==> src/rtl/alu_sweep_ctrl_if.sv <==
// alu_sweep_ctrl_if
// Bundles the signals of alu_sweep_ctrl other than clk and rst_n:
//   - the request handshake: in_valid/in_ready, with in_a, in_b and in_mask
//   - the ALU drive: alu_sel, alu_a and alu_b out, alu_y back
//   - the result handshake: out_valid/out_ready, with out_op, out_y and out_last
//   - busy status
//   - out_mismatch, which exists only when ALU_SWEEP_CHECK_EN is defined
// Modports:
//   master - the sweep controller
//   slave  - the environment (request source, ALU and result sink)
interface alu_sweep_ctrl_if;
  logic       in_valid;
  logic       in_ready;
  logic [1:0] in_a;
  logic [1:0] in_b;
  logic [3:0] in_mask;
  logic [1:0] alu_sel;
  logic [1:0] alu_a;
  logic [1:0] alu_b;
  logic [3:0] alu_y;
  logic       out_valid;
  logic       out_ready;
  logic [1:0] out_op;
  logic [3:0] out_y;
  logic       out_last;
  logic       busy;
`ifdef ALU_SWEEP_CHECK_EN
  logic       out_mismatch;
`endif

  modport master (
    input  in_valid, in_a, in_b, in_mask, alu_y, out_ready,
    output in_ready, alu_sel, alu_a, alu_b, out_valid, out_op, out_y,
           out_last, busy
`ifdef ALU_SWEEP_CHECK_EN
    , output out_mismatch
`endif
  );

  modport slave (
    output in_valid, in_a, in_b, in_mask, alu_y, out_ready,
    input  in_ready, alu_sel, alu_a, alu_b, out_valid, out_op, out_y,
           out_last, busy
`ifdef ALU_SWEEP_CHECK_EN
    , input out_mismatch
`endif
  );
endinterface

==> src/rtl/alu_sweep_ctrl.sv <==
// alu_sweep_ctrl
// Purpose:
//   Accepts one operand pair plus an operation mask. It then steps a 2-bit
//   combinational ALU through each selected operation, lowest opcode first.
//   Each operation is held on the ALU for SETTLE_CYCLES cycles. The ALU result
//   is then captured and emitted as one valid/ready beat tagged with its opcode.
// Ports:
//   clk   - clock; all state updates on the rising edge
//   rst_n - asynchronous, active-low reset
//   bus   - alu_sweep_ctrl_if.master (request, ALU drive, result beat, busy)
// Parameters:
//   SETTLE_CYCLES - cycles each operation is held on the ALU before sampling
//                   (legal range 1..15)
// Build option:
//   ALU_SWEEP_CHECK_EN - adds an internal reference ALU. When defined,
//                        out_mismatch flags each captured result that differs
//                        from the reference.
//
// state   | meaning
// S_IDLE  | ready for a request; ALU drive outputs hold their last values
// S_DRIVE | operation on the ALU, settle counter running
// S_EMIT  | result beat presented, waiting for out_ready
module alu_sweep_ctrl #(
  parameter int unsigned SETTLE_CYCLES = 1
) (
  input  logic             clk,
  input  logic             rst_n,
  alu_sweep_ctrl_if.master bus
);

  typedef enum logic [1:0] {
    S_IDLE  = 2'd0,
    S_DRIVE = 2'd1,
    S_EMIT  = 2'd2
  } state_t;

  localparam logic [3:0] SETTLE = 4'(SETTLE_CYCLES);

  state_t     state_q, state_d;
  logic [3:0] cnt_q, cnt_d;
  logic [3:0] rem_q, rem_d;      // selected ops not yet started
  logic [1:0] alu_sel_q, alu_sel_d;
  logic [1:0] alu_a_q, alu_a_d;
  logic [1:0] alu_b_q, alu_b_d;
  logic       out_valid_q, out_valid_d;
  logic [1:0] out_op_q, out_op_d;
  logic [3:0] out_y_q, out_y_d;
  logic       out_last_q, out_last_d;

  function automatic logic [1:0] low_idx(input logic [3:0] m);
    if (m[0])      return 2'd0;
    else if (m[1]) return 2'd1;
    else if (m[2]) return 2'd2;
    else           return 2'd3;
  endfunction

  // m & (m - 1) clears the lowest set bit.
  function automatic logic [3:0] clr_low(input logic [3:0] m);
    return m & (m - 4'd1);
  endfunction

`ifdef ALU_SWEEP_CHECK_EN
  logic mismatch_q, mismatch_d;

  function automatic logic [3:0] ref_y(input logic [1:0] sel,
                                       input logic [1:0] a,
                                       input logic [1:0] b);
    case (sel)
      2'd0:    return {2'b00, ~a};
      2'd1:    return {2'b00, ~(a & b)};
      2'd2:    return {2'b00, 2'(a + b)};
      default: return {2'b00, 2'(a * b)};
    endcase
  endfunction
`endif

  // The counter is checked against 1 so that its transition to 0 marks the
  // capture edge.
  wire settle_done = (cnt_q <= 4'd1);

  always_ff @(posedge clk or negedge rst_n) begin
    if (!rst_n) state_q <= S_IDLE;
    else        state_q <= state_d;
  end

  always_comb begin
    state_d = state_q;
    case (state_q)
      S_IDLE:  if (bus.in_valid && (bus.in_mask != 4'd0)) state_d = S_DRIVE;
      S_DRIVE: if (settle_done) state_d = S_EMIT;
      S_EMIT:  if (bus.out_ready) state_d = (rem_q != 4'd0) ? S_DRIVE : S_IDLE;
      default: state_d = S_IDLE;
    endcase
  end

  always_comb begin
    bus.in_ready = (state_q == S_IDLE);
    bus.busy     = (state_q != S_IDLE);
  end

  always_comb begin
    cnt_d       = cnt_q;
    rem_d       = rem_q;
    alu_sel_d   = alu_sel_q;
    alu_a_d     = alu_a_q;
    alu_b_d     = alu_b_q;
    out_valid_d = out_valid_q;
    out_op_d    = out_op_q;
    out_y_d     = out_y_q;
    out_last_d  = out_last_q;
`ifdef ALU_SWEEP_CHECK_EN
    mismatch_d  = mismatch_q;
`endif
    case (state_q)
      S_IDLE: begin
        // A zero mask is accepted but changes nothing, so the ALU drive
        // outputs keep their previous values.
        if (bus.in_valid && (bus.in_mask != 4'd0)) begin
          alu_sel_d = low_idx(bus.in_mask);
          rem_d     = clr_low(bus.in_mask);
          alu_a_d   = bus.in_a;
          alu_b_d   = bus.in_b;
          cnt_d     = SETTLE;
        end
      end
      S_DRIVE: begin
        cnt_d = cnt_q - 4'd1;
        if (settle_done) begin
          out_valid_d = 1'b1;
          out_op_d    = alu_sel_q;
          out_y_d     = bus.alu_y;
          out_last_d  = (rem_q == 4'd0);
`ifdef ALU_SWEEP_CHECK_EN
          mismatch_d  = (bus.alu_y != ref_y(alu_sel_q, alu_a_q, alu_b_q));
`endif
        end
      end
      S_EMIT: begin
        if (bus.out_ready) begin
          out_valid_d = 1'b0;
          if (rem_q != 4'd0) begin
            alu_sel_d = low_idx(rem_q);
            rem_d     = clr_low(rem_q);
            cnt_d     = SETTLE;
          end
        end
      end
      default: ;
    endcase
  end

  always_ff @(posedge clk or negedge rst_n) begin
    if (!rst_n) begin
      cnt_q       <= 4'd0;
      rem_q       <= 4'd0;
      alu_sel_q   <= 2'd0;
      alu_a_q     <= 2'd0;
      alu_b_q     <= 2'd0;
      out_valid_q <= 1'b0;
      out_op_q    <= 2'd0;
      out_y_q     <= 4'd0;
      out_last_q  <= 1'b0;
`ifdef ALU_SWEEP_CHECK_EN
      mismatch_q  <= 1'b0;
`endif
    end else begin
      cnt_q       <= cnt_d;
      rem_q       <= rem_d;
      alu_sel_q   <= alu_sel_d;
      alu_a_q     <= alu_a_d;
      alu_b_q     <= alu_b_d;
      out_valid_q <= out_valid_d;
      out_op_q    <= out_op_d;
      out_y_q     <= out_y_d;
      out_last_q  <= out_last_d;
`ifdef ALU_SWEEP_CHECK_EN
      mismatch_q  <= mismatch_d;
`endif
    end
  end

  assign bus.alu_sel   = alu_sel_q;
  assign bus.alu_a     = alu_a_q;
  assign bus.alu_b     = alu_b_q;
  assign bus.out_valid = out_valid_q;
  assign bus.out_op    = out_op_q;
  assign bus.out_y     = out_y_q;
  assign bus.out_last  = out_last_q;
`ifdef ALU_SWEEP_CHECK_EN
  assign bus.out_mismatch = mismatch_q;
`endif

endmodule
==> src/flat_wrapper.sv <==
// flat-port wrapper written by rule: the top's interface ports become plain ports
module alu_sweep_ctrl_flat 
#(
  parameter int unsigned SETTLE_CYCLES = 1
)
  (clk, rst_n, bus_in_valid, bus_in_a, bus_in_b, bus_in_mask, bus_alu_y, bus_out_ready, bus_in_ready, bus_alu_sel, bus_alu_a, bus_alu_b, bus_out_valid, bus_out_op, bus_out_y, bus_out_last, bus_busy);
  alu_sweep_ctrl_if bus_i ();
  input  logic clk;
  input  logic rst_n;
  input wire logic [$bits(bus_i.in_valid)-1:0] bus_in_valid;
  input wire logic [$bits(bus_i.in_a)-1:0] bus_in_a;
  input wire logic [$bits(bus_i.in_b)-1:0] bus_in_b;
  input wire logic [$bits(bus_i.in_mask)-1:0] bus_in_mask;
  input wire logic [$bits(bus_i.alu_y)-1:0] bus_alu_y;
  input wire logic [$bits(bus_i.out_ready)-1:0] bus_out_ready;
  output wire logic [$bits(bus_i.in_ready)-1:0] bus_in_ready;
  output wire logic [$bits(bus_i.alu_sel)-1:0] bus_alu_sel;
  output wire logic [$bits(bus_i.alu_a)-1:0] bus_alu_a;
  output wire logic [$bits(bus_i.alu_b)-1:0] bus_alu_b;
  output wire logic [$bits(bus_i.out_valid)-1:0] bus_out_valid;
  output wire logic [$bits(bus_i.out_op)-1:0] bus_out_op;
  output wire logic [$bits(bus_i.out_y)-1:0] bus_out_y;
  output wire logic [$bits(bus_i.out_last)-1:0] bus_out_last;
  output wire logic [$bits(bus_i.busy)-1:0] bus_busy;
  assign bus_i.in_valid = bus_in_valid;
  assign bus_i.in_a = bus_in_a;
  assign bus_i.in_b = bus_in_b;
  assign bus_i.in_mask = bus_in_mask;
  assign bus_i.alu_y = bus_alu_y;
  assign bus_i.out_ready = bus_out_ready;
  assign bus_in_ready = bus_i.in_ready;
  assign bus_alu_sel = bus_i.alu_sel;
  assign bus_alu_a = bus_i.alu_a;
  assign bus_alu_b = bus_i.alu_b;
  assign bus_out_valid = bus_i.out_valid;
  assign bus_out_op = bus_i.out_op;
  assign bus_out_y = bus_i.out_y;
  assign bus_out_last = bus_i.out_last;
  assign bus_busy = bus_i.busy;
  alu_sweep_ctrl #(.SETTLE_CYCLES(SETTLE_CYCLES)) u_core (.clk(clk), .rst_n(rst_n), .bus(bus_i));
endmodule
==> config.mk <==
export PLATFORM = sky130hd
export DESIGN_NAME = alu_sweep_ctrl_flat
export DESIGN_NICKNAME = d
export VERILOG_FILES = /design/src/rtl/alu_sweep_ctrl_if.sv /design/src/rtl/alu_sweep_ctrl.sv /design/src/flat_wrapper.sv
export SDC_FILE = /design/constraint.sdc
export NUM_CORES = 1
export LEC_CHECK = 0
export CAP_MARGIN = 20
export CORE_ASPECT_RATIO = 0.7
export CORE_MARGIN = 3
export CORE_UTILIZATION = 51
export CTS_CLUSTER_SIZE = 14
export DETAILED_ROUTE_END_ITERATION = 8
export PLACE_DENSITY = 0.86
export SLEW_MARGIN = 20
export SYNTH_ARGS = -nofsm -noshare
export SYNTH_HDL_FRONTEND = slang
export SYNTH_SLANG_ARGS = --single-unit
==> constraint.sdc <==
create_clock -name clk -period 3.3 [get_ports clk]
set_clock_uncertainty 0.05 [all_clocks]
set_input_delay 0.33 -clock clk [delete_from_list [all_inputs] [get_ports clk]]
set_output_delay 0.33 -clock clk [all_outputs]
set_load 0.005 [all_outputs]
---- After elaboration in Yosys (flattened, before gate mapping) ----
Index checks and enable logic that the tools add are counted.
storage, ports and cells
  register bits ........................... 24
  logic and storage cells ................. 63
operators by class
  add/subtract/negate cells ............... 3
  magnitude comparators ................... 1
  equal/unequal tests ..................... 6
  muxes and demuxes ....................... 26
  bitwise gates (word level) .............. 2
  reduce and logical (&&, ||, !) cells .... 15
operators with widths
  operator                                                                  count
  4-bit two-way mux                                                         6
  2-bit two-way mux                                                         10
  4-bit case mux with 3 select lines                                        1
  4-bit by 1-bit subtractor with 4-bit output (second input constant)       3
  4-bit bitwise AND                                                         2
  4-bit case mux with 2 select lines                                        1
  4-bit AND reduction                                                       2
  4-bit nonzero test                                                        2
  2-bit by 1-bit inequality test with 1-bit output (second input constant)  3
  2-bit case mux with 3 select lines                                        1
  3-bit AND reduction                                                       2
  2-bit nonzero test                                                        3
  1-bit two-way mux                                                         5
  4-bit by 1-bit <= comparator with 1-bit output (second input constant)    1
  4-bit zero test                                                           1
  2-bit case mux with 2 select lines                                        1
  2-bit AND reduction                                                       2
  3-bit nonzero test                                                        1
  2-bit by 1-bit == test with 1-bit output (second input constant)          1
  2-bit == test (second input constant)                                     1
  2-bit zero test                                                           1
  2-bit inequality test (second input constant)                             1
  1-bit case mux with 2 select lines                                        1
  1-bit logical AND                                                         1

---- Longest topological paths before layout ----
Gate-level depths: netlist (run 1).
  depth after elaboration ................. 6
  mapped depth ............................ 5

---- Worst setup path before layout (run 1) ----
Ideal clock, no wire load.
  path type ............................... reg2reg
  start point ............................. register u_core.state_q[0]
  end point ............................... register u_core.rem_q[1]
  library setup time ...................... 0.125 ns
  data arrival time ....................... 1.461 ns
  data required time ...................... 3.125 ns
  setup slack ............................. 1.664 ns
  stages on the path, launching flop included .. 5
  path buffers ............................ 1
  cell sequence ........................... dfrtp_1 > buf_4 > or3b_4 > o22ai_4 > mux2_4
on the way
  word-level cells in the longest chain between the ends .. 3
  elaborated cells between the ends (all ways) .. 8
RTL lines
  what                                                                                             RTL line               source
  start: declaration                                                                               alu_sweep_ctrl.sv:39   state_t state_q, state_d;
  start signal: assignment                                                                         alu_sweep_ctrl.sv:83   else state_q <= state_d;
  2-bit == test / 2-bit zero test (equally long branches)                                          alu_sweep_ctrl.sv:114  case (state_q)
  2-bit by 1-bit inequality test with 1-bit output (no source line), or another cell as far along  --
  4-bit AND reduction (no source line)                                                             --
  end signal: assignment                                                                           alu_sweep_ctrl.sv:168  rem_q <= rem_d;
  end: declaration                                                                                 alu_sweep_ctrl.sv:41   logic [3:0] rem_q, rem_d;
Several ways; a longest one is shown, not always the timed one.
A chain may end at the register's enable or synchronous reset.

---- Final worst setup path (run 1) ----
  start point ............................. register u_core.state_q[0]
  end point ............................... output bus_in_ready
on the way
  word-level cells in the longest chain between the ends .. 1
RTL lines
  what              RTL line              source
  2-bit zero test   alu_sweep_ctrl.sv:97  bus.in_ready = (state_q == S_IDLE);
  end: declaration  flat_wrapper.sv:16    output wire logic [$bits(bus_i.in_ready)-1:0] bus_in_ready;
No other way between the ends.

==> results of run 1 <==
## worst reg2reg max path, cell delays in order (launching register included)
cell and delay [ns]:
dfrtp_1 0.52, nand2b_4 0.23, nor4_4 0.49, mux2_2 0.40
## flip-flops by register name, summed over array words and instances, names as in the netlist, 2 cells and up
| signal | cells |
|---|---|
| u_core.bus.out_y | 4 |
| u_core.cnt_q | 4 |
| u_core.rem_q | 3 |
| u_core.bus.alu_a | 2 |
| u_core.bus.alu_b | 2 |
| u_core.bus.alu_sel | 2 |
| u_core.bus.out_op | 2 |
| u_core.state_q | 2 |
## through the flow
stage	hold slack (ns)	util, %	worst slack, ns	std cells	instance area [sq um]
2_1_floorplan	-0.0156	-	1.66	97	1200
3_3_place_gp	0.438	69.5	1.33	157	1520
3_5_place_dp	0.449	69.5	1.29	157	1520
4_1_cts	0.477	70.7	1.33	161	1550
5_1_grt	0.488	71.0	1.26	162	1550
6_report	0.463	71.0	1.34	162	1550
## cells by family (layout without fill, tap and decap cells)
logic type | after synthesis | count (layout)
AOI/OAI and AO/OA | 24 | 24
xor gates and xnor gates | 3 | 3
adders and majority gates | 2 | 2
buffers and inverters | 12 | 45
DFF | 23 | 23
muxes | 14 | 14
and+or+nand+nor | 19 | 19
## per-layer routing
layer | wire length [um] | GRT usage (%) | vias up | part of all wire (%)
met5 | 0 | 0 | - | 0
met4 | 40 | 4.29 | 0 | 1.6
met3 | 182 | 4.88 | 4 | 7.4
met2 | 1120 | 29.2 | 35 | 45
met1 | 1120 | 24.2 | 446 | 45
li1 | - | - | 427 | -
## worst max-delay path by stage
| stage | from | to | slack, ns | depth (start not counted) |
|---|---|---|---|---|
| after detailed placement | bus_in_valid | u_core.bus.alu_a[1] | 1.29 | 4 |
| after floorplan | u_core.state_q[0] | u_core.rem_q[1] | 1.66 | 4 |
| after global placement | bus_in_valid | u_core.bus.alu_b[0] | 1.33 | 4 |
| after CTS | u_core.state_q[0] | bus_in_ready | 1.33 | 2 |
| after global routing | u_core.state_q[1] | bus_in_ready | 1.26 | 2 |
| final | u_core.state_q[0] | bus_in_ready | 1.34 | 2 |
## power groups by stage
| stage | registers (mW) | logic (mW) | clock network (mW) |
|---|---|---|---|
| 5_1_grt | 0.576 | 0.770 | 0.139 |
| 6_report | 0.555 | 0.705 | 0.127 |
| 3_3_place_gp | 0.549 | 0.680 | 0 |
| 2_1_floorplan | 0.523 | 0.443 | 0 |
| 3_5_place_dp | 0.561 | 0.711 | 0 |
| 4_1_cts | 0.554 | 0.714 | 0.129 |
## what timing repair did
action	4_1_cts	5_1_grt
endpoints found under the setup margin	0	0
endpoints found under the hold margin	0	23
hold buffers	0	1
## Yosys cell counts (2+ instances only)
master,instances,area share (%)
xnor2_1,2,1.5
nand2_1,2,0.63
inv_1,9,2.8
o22ai_1,3,1.6
o211ai_1,3,1.9
mux2_2,11,10
nor2_1,2,0.63
o21ai_0,4,1.7
nor3_1,2,0.84
or4_1,2,1.3
ha_1,2,2.1
a21oi_1,3,1.3
dfrtp_1,23,48
mux2_4,2,2.5
nor4_4,2,3.6
## final cells by class
class / instances / share of cell area [%]
clock buffers: 4 / 1.69
repair buffers: 32 / 20.3
inverters: 9 / 2.17
multi-input cells: 62 / 36.2
well taps: 32 / 2.58
flip-flops and latches: 23 / 37.0
==> summary.md, run 1 <==
| Metric | Value |
|---|---|
| Synth cell types | 40 |
| Later-pin clock latency in the skew report | 0.30 ns |
| Async SR Flop Fraction | between 90% and 100% |
| Crit path max-delay family | buffers and inverters |
| Crit Path Category | flip-flop to primary output |
| Peak VDD IR | a little over 400 uV |
| Most frequent cells in the layout | 30 x clkdlybuf4s50_1, 23 x dfrtp_1, 11 x mux2_2 |
| Clock root cell | clkbuf_4 |
| Adder-cell share of the synthesized area | 2.09% |
| HPWL after detailed placement | ~2000 um |
| Post-synthesis mux area share | between 10 and 15% |
| CTS Buf Count | 3 |
| Post-CTS Setup Inserts | 0 |
| Req. time, crit path | 2.92 ns |
| #FFs+latches synth | 23 |
| DRC errors left | 0 |
| Slew margin rel. | 64.0% |
| Seq pwr share | 40.0% |
| CP max stage cell | clkdlybuf4s50_1 |
| Comb pwr share | 50.8% |
| Setup TNS | 0 ns |
| Initial drt markers | 27 |
| Synth Instances | 97 |
| DR WL/cell | 15.2 um |
| First-pass GRT wire length | ~4000 um |
| Die W | 63.9 um |
| CP cell instances | nor2_1 > clkdlybuf4s50_1 |
| Final hold violations | 0 |
| Vias in the first global route | 829 |
| Initial Util | 54.6% |
| Std-Cell Rows | 14 |
| Min Tclk post-route | 1.96 ns |
| Seq/Total Area, Yosys | 48.1% |
| Xor and xnor area share after synthesis | 2.20% |
| Max Cap Viol | 0 |
| CTS tree | done |
| Multi-input logic area | 563 sq um |
| Main combinational cell family by area after synthesis | compound AO/OA/AOI/OAI gates |
| Gp weighted congestion | 0.761 |
| GR Overflow Total | 0 |
| Compound-Gate Fraction of Synth Area | 16.2% |
| Reg-to-reg slack, setup | 1.52 ns |
| Crit path DAT | between 1.5 and 2 ns |
| Status | finished clean |
| CTS max path bufs | 2 |
| Crit. End Element | primary output |
| Clock-pin slew on the worst setup and hold paths | 0.13 ns |
| Max Clk Rate | about 510 MHz |
| Reg2Reg Launch Point | u_core.state_q[1] |
| CP Launch Type | flip-flop |
| Reg-to-Reg End | u_core.bus.out_y[2] |
| Largest net degree at the start of global routing | 24 |
| Inserted Diodes | 0 |
| Worst Path Max Fanout | 9 |
| Commonest non-fill, non-tap cell in the layout | clkdlybuf4s50_1 |
| Setup violators final | 0 |
| Initial antenna violation count | 0 |
| Cell area after synthesis | 1200 sq um |
| Syn-to-layout area delta | 29.9% |
| # resized after CTS | 0 |
| Filler cell count | ~160 |
| Pint | approximately 0.9 mW |
| IO Port Bufs | 31 |
| Die Y-Extent | 46.5 um |
| WP buf/inv | 1 |
| RSZ-0062 raised after global routing | no |
| Worst-margin pin slew | 0.536 ns |
| Clock power frac | 9.2% |
| Final ANT Viol Nets | 0 |
| Final max-slew violation count | 0 |
| Htree depth | 1 |
| Clk sinks | 23 |
| Core box area | roughly 2200 sq um |
| Storage cell area | 576 sq um |
| Final Cycle Share | 59.3% |
| Leak pwr | 0.640 nW |
| Die area | 2970 sq um |
| Synthesized net count | 115 |
| Layout cells sized above 1 | 20.8% |
| Synth Area in Simple Gates | ~13% |
| Pwr Total | 1.39 mW |
| Worst min path class | primary input to async pin |
| P per Cell Area | about 900 nW/um^2 |
| Slowest stage delay, CP | 0.54 ns |
| Main flop type after synthesis | dfrtp_1 |
| Final #Nets | roughly 150 |
| Total GRT Usage | 18.0% |
| Switching share of power | a little over a third |
| Ports | 32 |
| Reg2reg path depth | 3 |
| Syn Area/Cell | 12.3 sq um |
| Vias per cell | 5.63 |
| Ys Warns | 0 |
| Number of synthesized flops with an enable pin | 0 |
| Switching power total | 0.489 mW |
| Final wirelength | between 2000 and 2500 um |
| Detailed-route via count | 912 |
| Drt pass-1 iters | 4 |
Note: power is estimated with default switching activity, not from simulation.
==> inputs of run 2 (changes only) <==
--- a/config.mk
+++ b/config.mk
@@ -8,10 +8,10 @@
 export CAP_MARGIN = 20
 export CORE_ASPECT_RATIO = 0.7
 export CORE_MARGIN = 3
-export CORE_UTILIZATION = 51
+export CORE_UTILIZATION = 43
 export CTS_CLUSTER_SIZE = 14
 export DETAILED_ROUTE_END_ITERATION = 8
-export PLACE_DENSITY = 0.86
+export PLACE_DENSITY = 0.77
 export SLEW_MARGIN = 20
 export SYNTH_ARGS = -nofsm -noshare
 export SYNTH_HDL_FRONTEND = slang
==> constraint.sdc (replaced) <==
create_clock -name clk -period 1.7 [get_ports clk]
set_clock_uncertainty 0.05 [all_clocks]
set_input_delay 0.17 -clock clk [delete_from_list [all_inputs] [get_ports clk]]
set_output_delay 0.17 -clock clk [all_outputs]
set_load 0.005 [all_outputs]
==> summary.md, run 2 (same netlist as run 1, synthesis figures left out) <==
| Metric | Value |
|---|---|
| Status | finished clean |
| P per Cell Area | 1720 nW/um^2 |
| CP max stage cell | dfrtp_2 |
| Worst Path Max Fanout | 8 |
| Final max-slew violation count | 0 |
| Max Clk Rate | 612 MHz |
| Later-pin clock latency in the skew report | approximately 0.26 ns |
| CTS Buf Count | 3 |
| Worst Setup SP | u_core.state_q[1] |
| Total GRT Usage | 15.2% |
| Leak pwr | between 0.7 and 0.8 nW |
| CTS max path bufs | 2 |
| Clock root cell | clkbuf_8 |
| Commonest non-fill, non-tap cell in the layout | clkdlybuf4s50_1 |
| RSZ-0062 raised after global routing | no |
| Slew margin rel. | 74.0% |
| Hold_buf cts | 0 |
| WP buf/inv | 2 |
| Drt pass-1 iters | 4 |
| HPWL after detailed placement | 1900 um |
| Final Cycle Share | a little over nine tenths |
| Crit. End Element | flip-flop |
| CP Launch Type | flip-flop |
| Clock-pin slew on the worst setup and hold paths | about 0.080 ns |
| Filler cell count | between 200 and 250 |
| First-pass GRT wire length | approximately 4200 um |
| Largest net degree at the start of global routing | 24 |
| Core box area | 2550 sq um |
| Die Y-Extent | around 50 um |
| CP cell instances | buf_4 > nand2b_4 > nor4_4 > buf_6 > mux2_2 |
| Setup violators final | 0 |
| Final #Nets | 162 |
| Initial drt markers | 46 |
| Worst-margin pin slew | 0.390 ns |
| Final ANT Viol Nets | 0 |
| Std-Cell Rows | 15 |
| Peak VDD IR | 651 uV |
| Reg2reg path depth | 5 |
| DR WL/cell | 14.2 um |
| Slowest stage delay, CP | 0.44 ns |
| Max Cap Viol | 0 |
| GR Overflow Total | 0 |
| Vias in the first global route | 915 |
| Detailed-route via count | approximately 910 |
| Clk sinks | 23 |
| Most frequent cells in the layout | 29 x clkdlybuf4s50_1, 22 x dfrtp_1, 13 x buf_4 |
| Final WS setup | around 0.067 ns |
| Core Util, Final | 66.3% |
| Final wirelength | ~2500 um |
| Reg2Reg Launch Point | u_core.state_q[1] |
| Ports | 32 |
| Gp weighted congestion | around 0.84 |
| Final hold violations | 0 |
| Die area | 3460 sq um |
| Crit path depth | 5 |
| Syn-to-layout area delta | 41.5% |
| Initial Util | 46.9% |
| Crit path max-delay family | flip-flops |
| DRC errors left | 0 |
| Worst min path class | primary input to async pin |
| Htree depth | 1 |
| Layout cells sized above 1 | 30.8% |
| Req. time, crit path | roughly 1.8 ns |
| CTS tree | done |
| Setup TNS | 0 ns |
| Min Tclk post-route | 1.63 ns |
| Initial antenna violation count | 0 |
| Vias per cell | roughly 5.1 |
| Post-Place Setup Slack | -0.168 ns |
| Inserted Diodes | 0 |
| Die W | 69.0 um |
| Crit Path Category | flip-flop to flip-flop |
| Crit path DAT | 1.74 ns |
| IO Port Bufs | 31 |
run 2: what timing repair did:
item	in CTS	in global routing
resized for setup	4	3
endpoints found under the setup margin	2	8
setup buffers	1	1
run 2: worst paths after layout:
check | endpoint | slack [ns]
setup / recovery | u_core.bus.out_y[1] | 0.07
hold / removal | u_core.bus.out_y[0] | 0.20
max in group asynchronous | u_core.state_q[1] | 1.16
hold reg to reg | u_core.bus.alu_b[1] | 0.46
setup reg to reg | u_core.bus.out_y[1] | 0.07
min in group clk | u_core.bus.alu_b[1] | 0.46
run 2: per-stage QoR:
| stage | instances | total power, mW | cell area, sq um | hold slack [ns] |
|---|---|---|---|---|
| 2_1_floorplan | 97 | 1.87 | 1200 | -0.176 |
| 3_3_place_gp | 171 | 2.48 | 1620 | 0.438 |
| 3_5_place_dp | 171 | 2.54 | 1620 | 0.445 |
| 4_1_cts | 176 | 2.91 | 1680 | 0.206 |
| 5_1_grt | 177 | 3.12 | 1690 | 0.208 |
| 6_report | 177 | 2.91 | 1690 | 0.198 |
run 2: power by group:
group / internal [mW] / switching [mW]
sequential: 0.812 / 0.226
clock: 0.164 / 0.177
combinational: 0.950 / 0.586
total: 1.93 / 0.989
run 2: layout make-up:
cell class | count | area (sq um) | share of cell area (%)
clock buffers | 3 | 41.3 | 2.44
clock inverters | 1 | 5.00 | 0.296
inverters | 9 | 33.8 | 2.00
multi-input cells | 62 | 573 | 33.9
flip-flops and latches | 23 | 577 | 34.1
well taps | 34 | 42.5 | 2.51
repair buffers | 45 | 420 | 24.8
run 2: per-layer routing:
metal  vias to the layer above  routed length [um]  GRT usage, %
met3                         4                 129          4.07
met5                         -                   0             0
met4                         0                  25          3.90
met1                       431                1200          20.3
li1                        446                   -             -
met2                        24                1160          24.5
==> inputs of run 3 (changes only) <==
--- a/config.mk
+++ b/config.mk
@@ -8,10 +8,10 @@
 export CAP_MARGIN = 20
 export CORE_ASPECT_RATIO = 0.7
 export CORE_MARGIN = 3
-export CORE_UTILIZATION = 43
+export CORE_UTILIZATION = 40
 export CTS_CLUSTER_SIZE = 14
 export DETAILED_ROUTE_END_ITERATION = 8
-export PLACE_DENSITY = 0.77
+export PLACE_DENSITY = 0.73
 export SLEW_MARGIN = 20
 export SYNTH_ARGS = -nofsm -noshare
 export SYNTH_HDL_FRONTEND = slang
==> summary.md, run 3 (same netlist as run 1, synthesis figures left out) <==
| Metric | Value |
|---|---|
| Commonest non-fill, non-tap cell in the layout | clkdlybuf4s50_1 |
| Worst-margin pin slew | between 0.4 and 0.5 ns |
| DRC errors left | 0 |
| Initial Util | 45.2% |
| P per Cell Area | 1760 nW/um^2 |
| Clock root cell | clkbuf_8 |
| CTS Buf Count | 3 |
| GR Overflow Total | 0 |
| Clock-pin slew on the worst setup and hold paths | 0.08 ns |
| Final Non-Filler Cells | around 180 |
| Core Util, Final | 64.5% |
| Ports | 32 |
| Die area | between 3000 and 4000 sq um |
| CTS max path bufs | 2 |
| Max Clk Rate | just over 600 MHz |
| Min Tclk post-route | 1.65 ns |
| Hold_buf cts | 0 |
| Initial antenna violation count | 0 |
| Final hold violations | 0 |
| Switching share of power | 34.7% |
| Status | finished clean |
| Worst Path Max Fanout | 3 |
| Die W | 71.4 um |
| IO Port Bufs | 31 |
| HPWL after detailed placement | 2020 um |
| CTS tree | done |
| Std-Cell Rows | 15 |
| Pint | 1.96 mW |
| Later-pin clock latency in the skew report | 0.27 ns |
| Final wirelength | around 2800 um |
| M2 GR Usage | between 20 and 30% |
| Worst min path class | primary input to async pin |
| Clk sinks | 23 |
| Max Cap Viol | 0 |
| Reg2reg path depth | 4 |
| Syn-to-layout area delta | 42.7% |
| Final Cell Area | around 1700 sq um |
| Core box area | around 2600 sq um |
| Seq pwr share | 34.7% |
| Clock power frac | between 10% and 20% |
| Initial drt markers | 28 |
| Req. time, crit path | approximately 1.8 ns |
| Peak VDD IR | between 800 and 900 uV |
| Vias per cell | roughly 5.4 |
| CP Launch Type | flip-flop |
| GR Util met1 | approximately 23% |
| Crit path DAT | 1.76 ns |
| Area of placed instances | 1600 sq um |
| GR peak layer | met2 |
| Pwr Total | around 3.0 mW |
| Placed insts | about 170 |
| Most frequent cells in the layout | 29 x clkdlybuf4s50_1, 21 x dfrtp_1, 13 x buf_4 |
| Final ANT Viol Nets | 0 |
| RSZ-0062 raised after global routing | yes |
| Switching power total | 1.04 mW |
| Detailed-route via count | ~960 |
| Drt pass-1 iters | 4 |
| Slew margin rel. | a little over two thirds |
| Htree depth | 1 |
| Die Y-Extent | 51.8 um |
| Setup violators final | 0 |
| Setup TNS | 0 ns |
| Gp weighted congestion | 0.807 |
| Vias in the first global route | 997 |
| Total GRT Usage | between 15 and 20% |
| First-pass GRT wire length | 4900 um |
| Final max-slew violation count | 0 |
| Leak pwr | about 0.72 nW |
| Crit. End Element | flip-flop |
| Layout cells sized above 1 | 31.9% |
| Comb pwr share | 53.7% |
| Final Cycle Share | between 90 and 100% |
| Final #Nets | 163 |
| Largest net degree at the start of global routing | 24 |
| M3 GR Usage | 5.41% |
| Crit Path Category | flip-flop to flip-flop |
| Inserted Diodes | 0 |
| DR WL/cell | approximately 16 um |
run 3: changes by cell type in the layout (fill, tap and decap cells not counted):
cell	previous run	this run
buf_6	1	2
dfrtp_1	22	21
dfrtp_2	1	2
dlygate4sd2_1	1	2
dlymetal6s2s_1	1	0
ha_1	1	2
ha_2	1	0
nand2b_1	1	0
nand2b_2	0	1
nor2_2	1	0
nor2_4	1	2
run 3: critical path, stage by stage, from the launching register on:
cell     delay [ns]
dfrtp_2        0.42
buf_6          0.12
or3b_4         0.41
o22ai_4        0.23
mux2_4         0.31
run 3: final timing paths:
path                                     startpoint              endpoint  slack, ns
worst max-delay path              u_core.state_q[0]       u_core.rem_q[1]       0.05
worst min-delay path                          rst_n  u_core.bus.out_valid       0.21
worst max register to register    u_core.state_q[0]       u_core.rem_q[1]       0.05
worst min register to register  u_core.bus.out_y[0]   u_core.bus.out_y[0]       0.46
max in group asynchronous                     rst_n     u_core.state_q[0]       1.15
min in group clk                        bus_in_b[1]   u_core.bus.alu_b[1]       0.46
run 3: cell type report:
type                       instances  area, sq um
fill                             219          940
timing repair buffer              46          428
sequential                        23          578
clock inverter                     1         5.00
inverter                           9         33.8
tap                               34         42.5
clock buffer                       3         41.3
multi-input combinational         62          578
run 3: metrics by stage:
step / worst slack [ns] / hold slack [ns]
6_report: 0.0512 / 0.205
5_1_grt: -0.0131 / 0.229
4_1_cts: 0.0121 / 0.210
3_5_place_dp: -0.131 / 0.444
3_3_place_gp: -0.121 / 0.438
2_1_floorplan: 0.0642 / -0.176
run 3: repair_timing:
item | in CTS | in global routing
pin swaps | 1 | 2
setup buffers | 4 | 2
resized for setup | 7 | 3
gates cloned | 0 | 0
setup endpoints to repair | 2 | 19
run 3: power groups by stage:
stage,Sequential [mW],Combinational (mW),Clock (mW)
floorplan,1.02,0.860,0
global placement,1.05,1.44,0
detailed placement,1.07,1.46,0
CTS,1.04,1.57,0.355
global route,1.08,1.75,0.384
finish,1.04,1.61,0.350
run 3: metal layers:
layer,wire [um],part of all wire [%],vias up
li1,-,-,448
met1,1280,46,465
met2,1200,43,40
met3,264,9.5,5
met4,38,1.4,0
met5,0,0,-
